## config.mk

```make
export PLATFORM = sky130hd
export DESIGN_NAME = reg_bank_multiport
export DESIGN_NICKNAME = d
export VERILOG_FILES = /design/src/rtl/reg_bank_multiport.sv
export SDC_FILE = /design/constraint.sdc
export NUM_CORES = 2
export LEC_CHECK = 0
export ABC_AREA = 0
export CORE_MARGIN = 3
export CORE_UTILIZATION = 34
export CTS_BUF_LIST = sky130_fd_sc_hd__clkbuf_16
export DETAILED_ROUTE_END_ITERATION = 7
export GPL_TIMING_DRIVEN = 0
export HOLD_SLACK_MARGIN = 0.15
export PLACE_DENSITY = 0.55
export SYNTH_ARGS = -nofsm -noshare
export SYNTH_HDL_FRONTEND = slang
export SYNTH_SLANG_ARGS = --single-unit
```

## constraint.sdc

```tcl
create_clock -name clk -period 6.6 [get_ports clk]
set_input_delay 1.32 -clock clk [delete_from_list [all_inputs] [get_ports clk]]
set_output_delay 1.32 -clock clk [all_outputs]
set_load 0.01 [all_outputs]
```

## src/rtl/reg_bank_multiport.sv

```systemverilog
// reg_bank_multiport
//   Register bank with one write port, NUM_RD registered read ports and a
//   burst-dump engine that streams a contiguous, wrapping address range over
//   a valid/ready interface. Storage is shared by all paths with no stalls.
//
// Ports
//   clk, rst            clock, synchronous active-high reset
//   wr_en/addr/data     write port; out-of-range addresses are dropped
//   rd_addr / rd_data   packed read ports, port p at [p*W +: W], latency 1,
//                       same-cycle write is forwarded, out-of-range reads 0
//   dump_start/base/len burst request, sampled only while idle
//   dump_valid/ready    beat handshake
//   dump_data/addr/last beat payload, held stable while stalled
//   dump_busy           engine is streaming
module reg_bank_multiport #(
    parameter int DATA_W = 16,
    parameter int DEPTH  = 64,
    parameter int NUM_RD = 2,
    parameter int ADDR_W = $clog2(DEPTH)
) (
    input  logic                     clk,
    input  logic                     rst,
    input  logic                     wr_en,
    input  logic [ADDR_W-1:0]        wr_addr,
    input  logic [DATA_W-1:0]        wr_data,
    input  logic [NUM_RD*ADDR_W-1:0] rd_addr,
    output logic [NUM_RD*DATA_W-1:0] rd_data,
    input  logic                     dump_start,
    input  logic [ADDR_W-1:0]        dump_base,
    input  logic [ADDR_W:0]          dump_len,
    output logic                     dump_valid,
    input  logic                     dump_ready,
    output logic [DATA_W-1:0]        dump_data,
    output logic [ADDR_W-1:0]        dump_addr,
    output logic                     dump_last,
    output logic                     dump_busy
);

    localparam logic [ADDR_W:0] DEPTH_X = (ADDR_W+1)'(DEPTH);
    localparam logic [ADDR_W:0] ONE_X   = (ADDR_W+1)'(1);

    typedef enum logic {IDLE, STREAM} state_t;

    state_t                   state;
    logic [DATA_W-1:0]        mem [DEPTH];
    logic [NUM_RD*DATA_W-1:0] rd_next;
    logic [NUM_RD*DATA_W-1:0] rd_data_p1;
    logic [ADDR_W:0]          len_q;
    logic [ADDR_W:0]          beat_q;     // index of the next beat to load
    logic                     start_ok;

    function automatic logic in_range(input logic [ADDR_W-1:0] a);
        return {1'b0, a} < DEPTH_X;
    endfunction

    // Register contents as seen this cycle, with the pending write forwarded.
    function automatic logic [DATA_W-1:0] fetch(input logic [ADDR_W-1:0] a);
        if (!in_range(a))
            return '0;
        if (wr_en && (wr_addr == a))
            return wr_data;
        return mem[a];
    endfunction

    // Increment modulo DEPTH, done one bit wider so non-power-of-two depths wrap.
    function automatic logic [ADDR_W-1:0] wrap_inc(input logic [ADDR_W-1:0] a);
        logic [ADDR_W:0] s;
        s = {1'b0, a} + ONE_X;
        if (s >= DEPTH_X)
            s = s - DEPTH_X;
        return s[ADDR_W-1:0];
    endfunction

    assign start_ok = dump_start && (dump_len != '0) && (dump_len <= DEPTH_X)
                      && in_range(dump_base);

    // Storage
    always_ff @(posedge clk) begin
        if (rst) begin
            for (int i = 0; i < DEPTH; i++)
                mem[i] <= '0;
        end else if (wr_en && in_range(wr_addr)) begin
            mem[wr_addr] <= wr_data;
        end
    end

    // Read ports: stage p0 is the combinational fetch, p1 the output register
    always_comb begin
        rd_next = '0;
        for (int p = 0; p < NUM_RD; p++)
            rd_next[p*DATA_W +: DATA_W] = fetch(rd_addr[p*ADDR_W +: ADDR_W]);
    end

    always_ff @(posedge clk) begin
        if (rst)
            rd_data_p1 <= '0;
        else
            rd_data_p1 <= rd_next;
    end

    assign rd_data = rd_data_p1;

    // Dump engine: the output register is the beat currently offered
    always_ff @(posedge clk) begin
        if (rst) begin
            state      <= IDLE;
            len_q      <= '0;
            beat_q     <= '0;
            dump_valid <= 1'b0;
            dump_data  <= '0;
            dump_addr  <= '0;
            dump_last  <= 1'b0;
            dump_busy  <= 1'b0;
        end else begin
            case (state)
                IDLE: begin
                    if (start_ok) begin
                        state      <= STREAM;
                        len_q      <= dump_len;
                        beat_q     <= ONE_X;
                        dump_valid <= 1'b1;
                        dump_busy  <= 1'b1;
                        dump_addr  <= dump_base;
                        dump_data  <= fetch(dump_base);
                        dump_last  <= (dump_len == ONE_X);
                    end
                end
                STREAM: begin
                    if (dump_valid && dump_ready) begin
                        if (dump_last) begin
                            state      <= IDLE;
                            dump_valid <= 1'b0;
                            dump_busy  <= 1'b0;
                            dump_last  <= 1'b0;
                        end else begin
                            dump_addr <= wrap_inc(dump_addr);
                            dump_data <= fetch(wrap_inc(dump_addr));
                            dump_last <= (beat_q == (len_q - ONE_X));
                            beat_q    <= beat_q + ONE_X;
                        end
                    end
                end
                default: state <= IDLE;
            endcase
        end
    end

endmodule

```

# == Word-level counts from Yosys, hierarchy flattened ==
# Memory sizes are Yosys's and may differ from the RTL's. A register that Yosys moved wholly into a read port is not among the register bits.
# Index checks and enable logic that the tools add are counted.
# totals
ff_bits,39
latch_bits,0
ramBits,1024
romBits,0
in_bits,52
output_inout_bits,57
wordCells,84
n_memories,1
# mem_list
name,depth,width,rd,rd_ports_with_merged_regs,wr,line_no,text
mem,64,16,4,2,64,45,logic [DATA_W-1:0] mem [DEPTH];
# classes
addsub,4
mul,0
div,0
n_lt_le_gt_ge,2
n_eq_ne,8
n_shift,0
muxes,50
n_bitwise,1
reduce_logical,11
# op_table
op,count
16-bit two-way mux,8
6-bit two-way mux,9
16-bit one-hot mux with 2 select lines,1
1-bit two-way mux,24
7-bit two-way mux,3
16-bit OR reduction,1
7-bit one-hot mux with 2 select lines,1
6-bit equality test,2
6-bit one-hot mux with 2 select lines,1
6-bit by 1-bit adder with 7-bit output (second input constant),1
7-bit by 1-bit adder with 7-bit output (second input constant),1
7-bit by 1-bit equality test with 1-bit output (second input constant),1
7-bit equality test,1
7-bit >= comparator (second input constant),1
7-bit <= comparator (second input constant),1
7-bit nonzero test,1
7-bit by 1-bit subtractor with 7-bit output (second input constant),1
2-bit inequality test (second input constant),3
1-bit one-hot mux with 2 select lines,3
3-bit AND reduction,2
6-bit by 1-bit subtractor with 6-bit output (second input constant),1
1-bit logical AND,5
2-bit AND reduction,2
2-bit by 1-bit inequality test with 1-bit output (second input constant),1
1-bit inverter,1

# == Logic depth before layout (Yosys ltp) ==
# logic_depth
ltp_word,18
depth_mapped,11
mapped_depth_nobuf,8

# == Least setup slack after synthesis ==
# No wires, ideal clock.
# synth_timing
path_type,input to register
start,input rd_addr[0]
end,"register rd_data_p1[0] (netlist: rd_data[0]), read port of mem"
setup_ns,0.117
arrival_ns,3.412
t_required_ns,6.483
setup_slack_ns,3.072
path_stages,7
path_buffers,2
path_cell_list,buf_2 -> buf_1 -> mux4_2 -> mux4_2 -> a22oi_1 -> nand2_1 -> a22o_1
# synth_lines
item,line_no,text
start: declaration,26,"input logic [NUM_RD*ADDR_W-1:0] rd_addr,"
end: declaration,47,logic [NUM_RD*DATA_W-1:0] rd_data_p1;

# == Worst setup path in the final report ==
# layout_timing
start,input dump_base[1]
end,register dump_data[12]
# layout_via
elab_chain_cells,9
word_cells_on_any_way,10
classes_between,1 x eq/ne; 7 x mux; 1 x reduce/logical; 1 x memory
# layout_lines
item,line_no,text
start: declaration,29,"input logic [ADDR_W-1:0] dump_base,"
6-bit equality test,60,if (wr_en && (wr_addr == a))
1-bit logical AND,60,
1-bit two-way mux,60,
1-bit two-way mux,117,if (start_ok) begin
1-bit two-way mux,115,case (state)
1-bit two-way mux,105,if (rst) begin
16-bit two-way mux (*),62,return mem[a];
16-bit two-way mux (*),117,
16-bit one-hot mux with 2 select lines (*),115,
end signal: assignment,124,dump_data <= fetch(dump_base);
end signal: assignment,137,dump_data <= fetch(wrap_inc(dump_addr));
end: declaration,33,"output logic [DATA_W-1:0] dump_data,"
# Every way passes the cells marked *; elsewhere a longest branch is shown, timed or not. The select of a mux whose other input is x is not followed.
# A chain may end at the register's enable or synchronous reset.

==> flow_summary.ini <==
[clock_tree]
cts_buffers = 139
cts_resized = 0
path_clk_slew_ps = 70
cts_root_buf = clkbuf_16
cts_tree = done
post_cts_buffers = 0
cts_max_level = 4
clockBufferDepth = 3
cts_sinks = 1095
hold_buffers = 0
clkLatencyLatePin_ps = 850

[floorplan]
start_util = 0.343
dieArea_mm2 = 0.225
die_width_um = 474
die_h_um = 474
coreArea_mm2 = 0.218
ios = 109
num_rows = 171

[layout]
fill_cells = 20334
nets = 5239
stdcell_count = 8225
drive_above_1_share = 0.303
post-route-cell-area_mm2 = 0.0837
area_delta_synth_final_pct = 12.2
utilization = 0.385

[route]
firstDrtPassIters = 8
route.detailed.drc = 1
wl_met1_mm = 158
wl_met2_mm = 183
top_layer = met5
initialDrtViolationCount = 10737
wire_per_inst_um = 53.6
routed-wl-met3_mm = 61.0
via_per_inst = 7.07
final_antenna_net_count = 0
routed_wl_mm = 441
vias = 58180

[worst_setup_path]
crit_fanout = 10
path_class = primary input to flip-flop
end_kind = flip-flop
rr_worst_depth = 8
r2r_start = dump_addr[0]$_SDFFE_PP0P_
rrSetupSlack_ps = 860
r2r_end = dump_data[14]$_SDFFE_PP0P_
start_kind = primary input
required_ps = 7350
arrival_ps = 8170
cp-startpoint = dump_base[1]

[outcome]
violations = DRC, capacitance limit, slew limit, setup timing
status = complete, but fails checks

[timing]
period_share = 1.12
slew_violations = 102
setup_viol = 11
timing.final.ws_setup_ps = -824
slew_headroom = -0.0873
final.min_clock_period_ps = 7420
rsz0062_at_grt = false
worst_hold_slack_ps = 491
fin_skew_ps = 50.4
fmax_mhz = 135
final-hold-violation-count = 0
setup_tns_ps = -3630
worst_pin_slew_ps = 1630

[yosys]
syn_area_mm2 = 0.0746
async_reset_ff_frac = 0
ys_ff_latch = 1095
synth_edf_count = 1024
syn-num-nets = 5009
seq_area_frac_synth = 0.431
synth_cells = 4954
yosysWarnings = 0
synthFlopType = edfxtp_1
synth_cell_type_count = 67
syn_area_per_cell_um2 = 15.1

[run]
maxCapViolCount = 12

[global_routing]
grt_pass1_wl_mm = 559
grt_pass1_vias = 52594
grt-ovfl-total = 0
grt_max_degree = 17
grt.total_usage = 0.387
antenna_found_initial = 113

[place]
dp_hpwl_mm = 351
dp.cells = 7896
placed_cell_area_mm2 = 0.0791
portBuffers = 83
preCtsSetupSlack_ps = -773
gp_congestion = 1.15

[power]
total_power_mw = 21.4
p_per_area_mw_per_mm2 = 256
p_leak_nw = 27.3
max-vdd-ir-drop_mv = 0.276

[hold_path]
hold_path.class = flip-flop to flip-flop
holdPathStages = 2
hold_end = len_q[1]$_SDFFE_PP0P_
hp-start = len_q[1]$_SDFFE_PP0P_
## layout make-up
| cell class | count | area, um2 | area share |
|---|---|---|---|
| antenna | 70 | 175 | 0.00209 |
| buffer | 563 | 2510 | 0.0300 |
| clock buffer | 141 | 3530 | 0.0421 |
| clock inverter | 117 | 847 | 0.0101 |
| inverter | 9 | 33.8 | 0.000404 |
| multi-input combinational | 3287 | 39900 | 0.477 |
| sequential | 1095 | 32200 | 0.384 |
| tap | 2854 | 3570 | 0.0427 |
| timing repair buffer | 89 | 951 | 0.0114 |
## report_power, final
| group | internal (mW) | switching (mW) |
|---|---|---|
| combinational | 1.89 | 3.51 |
| clock | 4.19 | 3.43 |
| sequential | 7.98 | 0.442 |
| total | 14.1 | 7.39 |
## cells in the mapped netlist (9+ instances only)
master    number  share of area
a22o_1        32         0.0038
a211oi_1      82         0.0083
dfxtp_1       71          0.019
a21oi_1       30         0.0020
buf_1         44         0.0022
o32ai_1       15         0.0018
o22ai_1       32         0.0027
o22a_1        16         0.0019
mux4_2      1119           0.34
buf_2        111         0.0074
clkbuf_1     364          0.018
xor2_1        20         0.0023
nor4_1        16         0.0013
mux2i_1      213          0.029
a22oi_1       67         0.0067
and2_1      1057          0.089
o221ai_1      86          0.010
xnor2_1       19         0.0022
nand4_1        9        0.00075
o221ai_2      10         0.0020
buf_4         28         0.0028
buf_6         16         0.0024
a32oi_1       33         0.0039
nand2_1      182         0.0092
or2_2         66         0.0055
nor2_1        95         0.0048
edfxtp_1    1024           0.41
## how the worst max path moves through the flow
| stage | endpoint | slack [ps] |
|---|---|---|
| 2_1_floorplan | rd_data[0]$_SDFF_PP0_ | 3070 |
| 3_3_place_gp | dump_data[11]$_SDFFE_PP0P_ | -760 |
| 3_5_place_dp | dump_data[11]$_SDFFE_PP0P_ | -770 |
| 4_1_cts | dump_data[11]$_SDFFE_PP0P_ | 80 |
| 5_1_grt | dump_data[12]$_SDFFE_PP0P_ | 30 |
| 6_report | dump_data[12]$_SDFFE_PP0P_ | -820 |
## layer usage
layer / GRT usage / up-vias
met5: 0.00195 / -
met4: 0.270 / 32
met3: 0.156 / 1153
met2: 0.546 / 5265
met1: 0.481 / 30951
li1: - / 20779
## placed cells by master, fill, tap and decap left out, types with 9 or more instances in the layout
cell,Yosys,layout
mux4_2,1119,1119
and2_1,1057,1057
edfxtp_1,1024,1024
clkbuf_1,364,346
mux2i_1,213,213
nand2_1,182,182
clkbuf_16,0,141
buf_2,111,116
nor2_1,95,95
o221ai_1,86,86
clkdlybuf4s50_1,0,83
a211oi_1,82,82
dfxtp_1,71,71
diode_2,0,70
a22oi_1,67,67
or2_2,66,66
inv_1,8,38
buf_1,44,37
a32oi_1,33,33
o22ai_1,32,32
a22o_1,32,32
a21oi_1,30,30
clkinv_1,0,30
buf_4,28,28
clkinv_2,0,25
clkbuf_2,0,20
xor2_1,20,19
xnor2_1,19,19
buf_6,16,16
o22a_1,16,16
nor4_1,16,16
o32ai_1,15,15
o221ai_2,10,10
nand4_1,9,9
## state kept, by name (all words and copies together), names as in the netlist
register / count
mem: 1024
rd_data: 32
dump_data: 16
beat_q: 7
len_q: 7
dump_addr: 6
dump_last: 1
dump_valid: 1
state: 1
## cell families (layout without fill, tap and decap cells)
group,count (synthesis),in the layout,share of synthesized area
AO/OA/AOI/OAI,423,423,0.0459
flip-flops,1095,1095,0.431
AND/OR/NAND/NOR,1483,1483,0.116
other,0,70,0
multiplexers,1333,1333,0.367
buffers and inverters,572,919,0.0337
adder cells (fa/ha/maj),3,3,0.000503
XOR/XNOR,45,45,0.00605
## critical path: stages
cell	delay (ps)
clkbuf_1	930
clkbuf_1	1060
nand2_1	1200
clkbuf_1	820
o221ai_1	940
o22ai_1	220
a211oi_1	1230
nor4_1	200
o32ai_1	180
(Power assumes the default switching activity.)
